[src/rtl/interval_timer_ctrl.sv]
// Interval timer controller: prescaled down-counter with run/pause/abort control
// and optional auto-reload. All state is registered with a synchronous active-high clear.
module interval_timer_ctrl #(
    parameter int unsigned BUS_WIDTH = 8,
    parameter int unsigned PRE_WIDTH = 4
) (
    input  logic                 i_clk,
    input  logic                 i_sclr,
    input  logic                 i_start,
    input  logic                 i_stop,
    input  logic [BUS_WIDTH-1:0] i_load_val,
    input  logic [PRE_WIDTH-1:0] i_prescale,
    input  logic                 i_auto_reload,
    output logic [BUS_WIDTH-1:0] o_cnt,
    output logic [1:0]           o_state,
    output logic                 o_busy,
    output logic                 o_done
);

    typedef enum logic [1:0] {
        StIdle  = 2'd0,
        StRun   = 2'd1,
        StPause = 2'd2,
        StDone  = 2'd3
    } state_e;

    state_e               state_q, state_d;
    logic [BUS_WIDTH-1:0] cnt_q, cnt_d;
    logic [BUS_WIDTH-1:0] load_q, load_d;
    logic [PRE_WIDTH-1:0] pre_q, pre_d;
    logic [PRE_WIDTH-1:0] pre_cnt_q, pre_cnt_d;
    logic                 auto_q, auto_d;
    logic                 done_q, done_d;
    logic                 tick;

    // Next-state: start/stop handling, prescale tick and count update
    always_comb begin
        state_d   = state_q;
        cnt_d     = cnt_q;
        load_d    = load_q;
        pre_d     = pre_q;
        pre_cnt_d = pre_cnt_q;
        auto_d    = auto_q;
        done_d    = 1'b0;
        tick      = (pre_cnt_q == pre_q);

        unique case (state_q)
            StIdle, StDone: begin
                if (i_stop) begin
                    // Stop is a no-op in IDLE; from DONE it aborts back to IDLE
                    state_d = StIdle;
                end else if (i_start) begin
                    load_d    = i_load_val;
                    pre_d     = i_prescale;
                    auto_d    = i_auto_reload;
                    cnt_d     = i_load_val;
                    pre_cnt_d = '0;
                    if (i_load_val == '0) begin
                        state_d = StDone;
                        done_d  = 1'b1;
                    end else begin
                        state_d = StRun;
                    end
                end
            end
            StRun: begin
                if (i_stop) begin
                    // Freeze everything; a tick due this cycle is dropped
                    state_d = StPause;
                end else begin
                    pre_cnt_d = tick ? '0 : pre_cnt_q + 1'b1;
                    if (tick) begin
                        if (cnt_q > BUS_WIDTH'(1)) begin
                            cnt_d = cnt_q - 1'b1;
                        end else if (auto_q) begin
                            cnt_d  = load_q;
                            done_d = 1'b1;
                        end else begin
                            cnt_d   = '0;
                            state_d = StDone;
                            done_d  = 1'b1;
                        end
                    end
                end
            end
            StPause: begin
                if (i_stop) begin
                    state_d = StIdle;
                end else if (i_start) begin
                    state_d = StRun;
                end
            end
            default: state_d = StIdle;
        endcase
    end

    // State registers with synchronous clear
    always_ff @(posedge i_clk) begin
        if (i_sclr) begin
            state_q   <= StIdle;
            cnt_q     <= '0;
            load_q    <= '0;
            pre_q     <= '0;
            pre_cnt_q <= '0;
            auto_q    <= 1'b0;
            done_q    <= 1'b0;
        end else begin
            state_q   <= state_d;
            cnt_q     <= cnt_d;
            load_q    <= load_d;
            pre_q     <= pre_d;
            pre_cnt_q <= pre_cnt_d;
            auto_q    <= auto_d;
            done_q    <= done_d;
        end
    end

    // Outputs are straight from registers
    always_comb begin
        o_cnt   = cnt_q;
        o_state = state_q;
        o_busy  = (state_q == StRun) || (state_q == StPause);
        o_done  = done_q;
    end

endmodule

[config.mk]
export PLATFORM = sky130hd
export DESIGN_NAME = interval_timer_ctrl
export DESIGN_NICKNAME = d
export VERILOG_FILES = /design/src/rtl/interval_timer_ctrl.sv
export SDC_FILE = /design/constraint.sdc
export NUM_CORES = 1
export LEC_CHECK = 0
export CORE_MARGIN = 8
export CORE_UTILIZATION = 56
export CTS_CLUSTER_DIAMETER = 60
export DETAILED_ROUTE_END_ITERATION = 6
export PLACE_DENSITY = 0.85
export SYNTH_ARGS = -nofsm -noshare
export SYNTH_HDL_FRONTEND = slang
export SYNTH_SLANG_ARGS = --single-unit
[constraint.sdc]
create_clock -name i_clk -period 4.5 [get_ports i_clk]
set_input_delay 0.45 -clock i_clk [delete_from_list [all_inputs] [get_ports i_clk]]
set_output_delay 0.45 -clock i_clk [all_outputs]
set_load 0.005 [all_outputs]
After elaboration in Yosys (flattened, before gate mapping)
Cells that the tools add are included.

word-level totals
  word-level logic and storage cells = 62
  bits in registers = 28
  output and inout port bits = 12
  input port bits = 17

cells by class
  reductions and logical operators = 9
  muxes and demuxes = 29
  eq/ne operators = 13
  bitwise gates (word level) = 1
  $add $sub $neg = 2
  $lt $le $gt $ge = 1

operators with widths
  kind                   count
  $mux W8                6
  $mux W2                9
  $mux W4                4
  $pmux W8 S2            1
  $ne A3 B3 Y1 const B   5
  $reduce_and A5 Y1      2
  $gt A8 B1 Y1 const B   1
  $logic_not A8 Y1       1
  $ne A2 B2 Y1 const B   4
  $pmux W4 S2            1
  $sub A8 B1 Y8 const B  1
  $mux W1                6
  $pmux W2 S3            1
  $add A4 B1 Y4 const B  1
  $eq A2 B2 Y1 const B   2
  $eq A4 B4 Y1           1
  $reduce_and A4 Y1      1
  $reduce_and A3 Y1      1
  $eq A2 B1 Y1 const B   1
  $logic_not A2 Y1       1
  $pmux W1 S2            1
  $reduce_bool A2 Y1     1
  $reduce_or A2 Y1       1
  $logic_or A1 B1 Y1     1
  $not A1 Y1             1

Longest topological paths before layout
Gate-level depths: netlist of the first run.

  depth after elaboration = 5
  mapped depth = 8
  gate-level depth less buffers = 7

Worst setup path before layout of the first run
OpenSTA, ideal clock, no wires.

  path type = register to register
  start = reg state_q[0] (netlist: o_state[0])
  end = reg pre_cnt_q[3]
  path buffers = 0
  arrival time = 1.817 ns
  library setup time = 0.070 ns
  required time = 4.430 ns
  cell stages (with the launch flop) = 7
  clock period less this slack = 1.888 ns
  path slack = 2.612 ns
  path through = dfxtp_1 inv_1 ha_1 or2_1 a21o_1 or4_1 a21oi_1

between the ends
  word-level cells in the longest chain between the ends = 4
  elaborated cells on any way between the ends = 10
  classes of those cells = eq/ne (5); mux (1); reduce/logical (4)

RTL lines
  what                                                                 line  RTL
  from (decl)                                                          27    state_e state_q, state_d;
  from (signal assigned)                                               100   state_q <= StIdle;
  from (signal assigned)                                               108   state_q <= state_d;
  $eq A2 B2 Y1 / $logic_not A2 Y1 (equally long branches)              47    unique case (state_q)
  $reduce_or A2 Y1                                                     47
  $ne A2 B2 Y1 (no line) / $reduce_bool A2 Y1 (equally long branches)  -
  $reduce_and A4 Y1 (no line)                                          -
  to (signal assigned)                                                 112   pre_cnt_q <= pre_cnt_d;
  to (decl)                                                            31    logic [PRE_WIDTH-1:0] pre_cnt_q, pre_cnt_d;

Several ways; a longest one is shown, not always the timed one.
A chain may end at the register's enable or synchronous reset.

Worst setup path after layout of the first run
  start = reg state_q[1] (netlist: o_state[1])
  end = reg cnt_q[7] (netlist: o_cnt[7])

between the ends
  word-level cells in the longest chain between the ends = 4
  elaborated cells on any way between the ends = 11
  classes of those cells = eq/ne (6); mux (1); reduce/logical (4)

RTL lines
  what                                                                 line  RTL
  $eq A2 B2 Y1 / $logic_not A2 Y1 (equally long branches)              47
  $reduce_or A2 Y1                                                     47
  $ne A2 B2 Y1 (no line) / $reduce_bool A2 Y1 (equally long branches)  -
  $reduce_and A5 Y1 (no line)                                          -
  to (signal assigned)                                                 109   cnt_q <= cnt_d;
  to (decl)                                                            28    logic [BUS_WIDTH-1:0] cnt_q, cnt_d;

Several ways; a longest one is shown, not always the timed one.

==> results of run 1 <==
[metal layers]
metal | routed length, µm | global-route usage, %
met5 | 0 | 0
met1 | 1734 | 18.76
met4 | 63 | 5.695
met2 | 2093 | 29.00
met3 | 210 | 3.147
[cell type report]
type	count	share of cell area [%]
flip-flops and latches	28	29.57
well taps	31	2.046
repair buffers	28	14.79
multi-input cells	157	49.70
clock buffers	4	1.914
inverters	10	1.980
[path summary, 6_finish.rpt]
check	to	slack, ns	cells past startpoint
min	load_q[0]$_SDFFE_PP0P_	0.47	2
max	o_cnt[7]$_SDFFE_PP0P_	2.16	7
max reg2reg	o_cnt[7]$_SDFFE_PP0P_	2.16	7
min reg2reg	load_q[0]$_SDFFE_PP0P_	0.47	2
[power groups by stage]
stage	registers (µW)	logic, µW	clock network, µW
after global placement	292	216	0
final	289	226	126
after global routing	291	249	136
after detailed placement	294	222	0
after CTS	288	224	126
after floorplan	286	155	0
[logic make-up (layout without fill, tap and decap cells)]
family	Yosys count	in the layout	synth area share (%)
buffers and inverters	20	42	5.059
AND/OR/NAND/NOR	93	93	29.49
flip-flops	28	28	35.42
adder cells (fa/ha/maj)	5	5	3.953
AO/OA/AOI/OAI	53	53	22.77
XOR/XNOR	6	6	3.320
[worst reg2reg max path, cell delays in order (launching register included)]
cell and delay [ns]:
dfxtp_1 0.36, inv_1 0.08, ha_1 0.66, nand2b_1 0.15
a21oi_1 0.36, and2_1 0.28, nor2_1 0.08, a22o_1 0.27
[registers in the layout (all words and copies together) (netlist names)]
signal,cells
load_q,8
auto_q,1
o_cnt,8
pre_cnt_q,4
o_state,2
pre_q,4
o_done,1
[stage by stage]
stage / hold slack, ns / total power [µW] / cell area [µm²]
after floorplan: 0.4319 / 441.9 / 1583
after global placement: 0.4411 / 508.3 / 1859
after detailed placement: 0.4469 / 515.9 / 1859
after CTS: 0.4665 / 638.3 / 1896
after global routing: 0.4872 / 676.5 / 1896
final: 0.4664 / 640.5 / 1896
[layout by cell type (no fill, tap or decap), types with 2 or more instances in the layout]
cell,count
nand2_1,41
or3_1,3
inv_1,10
nor2b_1,5
o21ai_0,7
nand3_1,4
nor3_1,3
a21oi_1,20
clkdlybuf4s50_1,28
nor4_1,4
clkbuf_4,3
o21ai_1,3
a31oi_1,4
and3_1,4
ha_1,5
a22o_1,2
dfxtp_1,28
nor2_1,15
or4_1,3
a41oi_1,4
nand3b_1,3
xor2_1,5
==> results.ini, run 1 <==
[status]
status = completed

[power_and_ir_drop]
ir_worst_vdd_uv = 282.7
p_seq_share_pct = 45.0
p_leak_uw = 0.0007013
internal_power_uw = 414.8
power_density_mw_per_mm2 = 337.9
p_comb_share_pct = 35.3
p_sw_share_pct = 35.23
p_clk_share_pct = 19.6
p_switching_uw = 225.7

[timing]
clock_skew_ns = 0.001513
rsz0062_at_grt = false
finalHoldViolCount = 0
fmax_ghz = 0.4279
slew_headroom_pct = 36.54
slew_viol_final = 0
finalCritPeriodShare_pct = 51.94
setup_viol = 0
finalCriticalPeriod_ns = 2.337
worst_slack_ns = 2.163
setup_tns_ns = 0
tightestPinTransition_ns = 0.9490

[logic_synthesis]
async_reset_ff_share_pct = 0
synth_warnings = 0
ys_seq_area_share_pct = 35.42
synth_top_area_share_pct = 35.42
yosys.cell_count.top_type = nand2_1
synth_ff_type = dfxtp_1
synth_edf_count = 0
synth-seq-cells = 28
synthCells = 205
synth_area_mm2 = 0.001583
avgSynthCellArea_um2 = 7.721
ys_types = 45
syn_nets = 227
synthTopCellsByArea = dfxtp_1, nand2_1, a21oi_1, ha_1, nor2_1
synth_common_cells = nand2_1, dfxtp_1, a21oi_1
synth_area_leader_cell = dfxtp_1

[route]
postRouteAntennaNets = 0
dr.first_iter.drc_count = 130
drcViolationCount = 0
firstDrtPassIters = 4
routed_wl_mm = 4.101
routed_via_density = 6.163
routedWlPerCell_um = 15.90
vias = 1590

[clock_tree]
cts_sinks = 28
numCtsBuffers = 3
tritoncts = built
clock_path_buffers = 2
post_cts_buffers = 0
ctsResizeCount = 0
cts_hold_buf = 0
cts-root-buf = clkbuf_4
clk_pin_slew_ns = 0.15
clock_latency_ns = 0.33
cts_max_level = 1

[setup_path]
slowest_delay_ns = 0.66
cp.arrival_ns = 2.58
worstPathRequired_ns = 4.75
path_buf_inv = 1
crit_start = o_state[1]$_SDFFE_PP0P_
path_max_fanout = 24
crit_family = adder cells
crit_type = reg -> reg
crit_path_top_delay_cell = ha_1
startpoint_type = flip-flop
rr_startpoint = o_state[1]$_SDFFE_PP0P_
crit_chain = inv_1 -> ha_1 -> nand2b_1 -> a21oi_1 -> and2_1 -> nor2_1 -> a22o_1
critPathCaptureType = flip-flop

[floorplan]
die_w_um = 69.17
dieHeight_um = 69.17
ios = 29
initial_core_util_pct = 58.40
die_area_mm2 = 0.004784
rows = 19
core-area_mm2 = 0.002710

[grt]
grt_usage_pct = 16.31
antenna_found_initial = 0
grt_max_degree = 27
grt_pass1_vias = 1535
grt-ovfl-total = 0
grt_pass1_wl_mm = 6.872

[place]
globalplace.congestion = 0.9078
port_buffers = 28
dp.cells = 254
dp_slack_ns = 2.241
dp.final_hpwl_mm = 3.089

[layout]
n_fill_cell = 222
finish.utilization_pct = 69.94
multi_input_area_um2 = 942.2
syn2layout_area_growth_pct = 19.76
drive_gt1_share_pct = 4.846
num_antenna_cells = 0
seq_area_um2 = 560.5
instances_no_fill = 258
fin_nets = 250

[min_path]
hold_start = load_q[0]$_SDFFE_PP0P_
hold_class = reg -> reg

[job]
maxCapViolCount = 0

Note: power is estimated with default switching activity, not from simulation.
==> run 2, diff against run 1 <==
CORE_UTILIZATION = 52   (was 56)
PLACE_DENSITY = 0.79   (was 0.85)
clock period = 2.2 ns   (was 4.5 ns; I/O delays follow)
==> results.ini, run 2 (same netlist as run 1, synthesis figures left out) <==
[grt]
grt_usage_pct = 16.08
grt_pass1_wl_mm = 6.741
antenna_found_initial = 0
grt_pass1_vias = 1478
grt-ovfl-total = 0
grt_max_degree = 23

[layout]
fin_nets = 259
n_fill_cell = 270
final_common_cell = nand2_1
drive_gt1_share_pct = 8.475
design_area_mm2 = 0.001966
mostFrequentLayoutCells = nand2_1, dfxtp_1, clkdlybuf4s50_1
num_antenna_cells = 0
syn2layout_area_growth_pct = 24.19

[setup_path]
r2r_cells = 6
rrSetupSlack_ns = 0.20
critPathCaptureType = primary output
crit_type = reg -> out
startpoint_type = flip-flop
path_max_fanout = 7
worstPathRequired_ns = 1.98
r2r-end = pre_cnt_q[3]$_SDFFE_PP0P_
rr_startpoint = o_state[0]$_SDFFE_PP0P_
cp.arrival_ns = 1.80

[timing]
finalCritPeriodShare_pct = 91.65
setup_tns_ns = 0
fmax_ghz = 0.4960
setup_viol = 0
slew_headroom_pct = 65.24
clock_skew_ns = 0.004364
rsz0062_at_grt = false
finalCriticalPeriod_ns = 2.016
slew_viol_final = 0
finalHoldViolCount = 0
tightestPinTransition_ns = 0.5213

[route]
firstDrtPassIters = 4
routed_wl_mm = 3.911
drcViolationCount = 0
routed_via_density = 5.758
routedWlPerCell_um = 14.54
postRouteAntennaNets = 0
dr.first_iter.drc_count = 101
vias = 1549

[floorplan]
die_area_mm2 = 0.005065
rows = 20
die_w_um = 71.17
ios = 29
dieHeight_um = 71.17
core-area_mm2 = 0.002978
initial_core_util_pct = 53.15

[min_path]
hold_start = i_prescale[0]
hold_class = in -> reg
hold_path_end = pre_q[0]$_SDFFE_PP0P_
whs_path_depth = 3

[power_and_ir_drop]
p_comb_share_pct = 36.9
p_sw_share_pct = 33.81
p_leak_uw = 0.0007441
internal_power_uw = 886.4
p_seq_share_pct = 44.1
p_clk_share_pct = 19.0
p_switching_uw = 452.7
ir_worst_vdd_uv = 367.2
power_density_mw_per_mm2 = 681.2

[place]
dp.final_hpwl_mm = 3.015
globalplace.congestion = 0.8691
port_buffers = 28
place_area_mm2 = 0.001929

[clock_tree]
tritoncts = built
clock_latency_ns = 0.33
cts-root-buf = clkbuf_4
clock_path_buffers = 2
ctsResizeCount = 0
clk_pin_slew_ns = 0.15
cts_sinks = 28
cts_hold_buf = 0
numCtsBuffers = 3
cts_max_level = 1
post_cts_buffers = 0

[status]
status = completed

[job]
maxCapViolCount = 0

run 2: area by class of cell:
cell class	count	area (µm²)	share of cell area (%)
timing repair buffer	37	347.8	17.70
inverter	10	37.54	1.910
sequential	28	560.5	28.52
clock buffer	4	36.28	1.846
tap	33	41.29	2.101
multi-input combinational	157	942.2	47.93
run 2: through the flow:
step	total power, µW	hold slack, ns	util [%]	worst slack [ns]	cells
3_3_place_gp	1087	0.4422	64.79	0.2832	265
6_report	1339	0.4182	66.01	0.1838	269
5_1_grt	1429	0.4197	66.01	0.05651	269
3_5_place_dp	1093	0.4448	64.79	0.2242	265
2_1_floorplan	903.9	0.2960	-	0.3124	205
4_1_cts	1350	0.4084	66.01	0.1599	269
run 2: critical path: stages (launching register included):
cell	delay (ns)
dfxtp_1	0.39
inv_1	0.08
ha_1	0.36
inv_1	0.12
clkdlybuf4s50_1	0.51
run 2: worst max path at each step:
stage                                  from                        end  slack (ns)  depth (start not counted)
floorplan           o_state[0]$_SDFFE_PP0P_  pre_cnt_q[3]$_SDFFE_PP0P_        0.31                          6
finish              o_state[0]$_SDFFE_PP0P_                     o_busy        0.18                          4
global route        o_state[0]$_SDFFE_PP0P_  pre_cnt_q[2]$_SDFFE_PP0P_        0.06                          7
detailed placement  o_state[0]$_SDFFE_PP0P_  pre_cnt_q[3]$_SDFFE_PP0P_        0.22                          6
CTS                 o_state[0]$_SDFFE_PP0P_                     o_busy        0.16                          4
global placement    o_state[0]$_SDFFE_PP0P_  pre_cnt_q[3]$_SDFFE_PP0P_        0.28                          6
run 2: per-layer routing:
layer,GRT usage [%],part of all wire [%],up-vias,routed length (µm)
li1,-,-,790,-
met1,18.52,44,720,1720
met2,27.86,49,30,1932
met3,2.966,3.9,9,153
met4,7.390,2.7,0,104
met5,0,0,-,0
run 2: power by group through the flow:
stage | combinational, µW | sequential [µW] | clock, µW
floorplan | 318 | 586 | 0
global placement | 487 | 600 | 0
detailed placement | 492 | 601 | 0
CTS | 495 | 590 | 265
global route | 551 | 596 | 282
finish | 494 | 590 | 254
==> run 3, diff against run 2 <==
SETUP_SLACK_MARGIN = 0.1   (was default)
==> results.ini, run 3 (same netlist as run 1, synthesis figures left out) <==
[power_and_ir_drop]
ir_worst_vdd_uv = 401.9
fin_total_pwr_uw = 1366
internal_power_uw = 904.5
p_switching_uw = 461.4
p_comb_share_pct = 37.9
p_seq_share_pct = 43.2
p_sw_share_pct = 33.78
p_leak_uw = 0.0007585
p_clk_share_pct = 18.8
power_density_mw_per_mm2 = 686.6

[timing]
finalCriticalPeriod_ns = 2.033
setup_viol = 0
fmax_ghz = 0.4918
finalCritPeriodShare_pct = 92.42
slew_headroom_pct = 65.68
slew_viol_final = 0
finalHoldViolCount = 0
rsz0062_at_grt = false
clock_skew_ns = 0.008294
setup_tns_ns = 0
tightestPinTransition_ns = 0.5147

[floorplan]
core-area_mm2 = 0.002978
die_w_um = 71.17
dieHeight_um = 71.17
initial_core_util_pct = 53.15
rows = 20
die_area_mm2 = 0.005065
ios = 29

[job]
maxCapViolCount = 0

[place]
globalplace.congestion = 0.8691
place_area_mm2 = 0.001929
dp.cells = 265
port_buffers = 28
dp.final_hpwl_mm = 3.015

[route]
dr.first_iter.drc_count = 115
routedWlPerCell_um = 14.86
drcViolationCount = 0
firstDrtPassIters = 4
routed_via_density = 5.743
routed_wl_mm = 4.041
postRouteAntennaNets = 0
vias = 1562

[clock_tree]
clock_path_buffers = 2
numCtsBuffers = 3
tritoncts = built
cts_max_level = 1
clk_pin_slew_ns = 0.15
cts-root-buf = clkbuf_4
cts_sinks = 28
clock_latency_ns = 0.33

[layout]
syn2layout_area_growth_pct = 25.69
instances_no_fill = 272
num_antenna_cells = 0
drive_gt1_share_pct = 10.04
fin_nets = 262
final_common_cell = nand2_1
mostFrequentLayoutCells = nand2_1, clkdlybuf4s50_1, dfxtp_1
design_area_mm2 = 0.001989

[setup_path]
rrSetupSlack_ns = 0.17
worstPathRequired_ns = 2.48
path_max_fanout = 7
startpoint_type = flip-flop
critPathCaptureType = flip-flop
crit_type = reg -> reg
cp.arrival_ns = 2.32

[grt]
grt_pass1_vias = 1478
grt-ovfl-total = 0
grt_pass1_wl_mm = 6.741
antenna_found_initial = 0
grt_usage_pct = 16.08
grt_max_degree = 23

[status]
status = completed

[min_path]
hold_class = in -> reg

[run 3: changes by cell type in the layout (fill, tap and decap cells not counted)]
cell | before | now
buf_4 | 9 | 12
dfxtp_1 | 28 | 27
dfxtp_2 | 0 | 1
[run 3: layout make-up]
type / instances / area (µm²)
sequential: 28 / 561.8
clock buffer: 4 / 36.28
inverter: 10 / 37.54
multi-input combinational: 157 / 942.2
fill: 271 / 988.4
timing repair buffer: 40 / 370.4
tap: 33 / 41.29
[run 3: what timing repair did]
| action | in CTS | in global routing |
|---|---|---|
| resized for setup | 0 | 1 |
| setup endpoints to repair | 0 | 3 |
| buffers inserted | 0 | 3 |
| hold buffers | 0 | 0 |
[run 3: worst paths after layout]
kind / startpoint / endpoint / depth (start not counted)
setup / recovery: o_state[0]$_SDFFE_PP0P_ / pre_cnt_q[3]$_SDFFE_PP0P_ / 6
hold reg to reg: load_q[1]$_SDFFE_PP0P_ / load_q[1]$_SDFFE_PP0P_ / 2
hold / removal: i_prescale[0] / pre_q[0]$_SDFFE_PP0P_ / 3
setup reg to reg: o_state[0]$_SDFFE_PP0P_ / pre_cnt_q[3]$_SDFFE_PP0P_ / 6
[run 3: per-layer routing]
layer | wire [µm] | vias to the layer above | track usage, % | share of wire [%]
met3 | 153 | 7 | 2.966 | 3.8
met2 | 2056 | 28 | 27.86 | 51
li1 | - | 795 | - | -
met1 | 1754 | 732 | 18.52 | 43
met5 | 0 | - | 0 | 0
met4 | 76 | 0 | 7.390 | 1.9
[run 3: critical path, stage by stage, from the launching register on]
cell,delay [ns]
dfxtp_2,0.37
inv_1,0.06
ha_1,0.37
or2_1,0.25
a21o_1,0.25
or4_1,0.54
a21oi_1,0.15
[run 3: power by group through the flow]
stage / logic [µW] / registers [µW] / clock network, µW
finish: 518 / 591 / 257
global route: 576 / 597 / 282
CTS: 495 / 590 / 265
detailed placement: 492 / 601 / 0
global placement: 487 / 600 / 0
floorplan: 318 / 586 / 0
[run 3: through the flow]
stage          setup slack [ns]  utilization [%]  hold WS (ns)
6_report                 0.1667            66.81        0.4180
5_1_grt                 0.08544            66.81        0.4197
3_3_place_gp             0.2832            64.79        0.4422
4_1_cts                  0.1599            66.01        0.4084
2_1_floorplan            0.3124                -        0.2960
3_5_place_dp             0.2242            64.79        0.4448
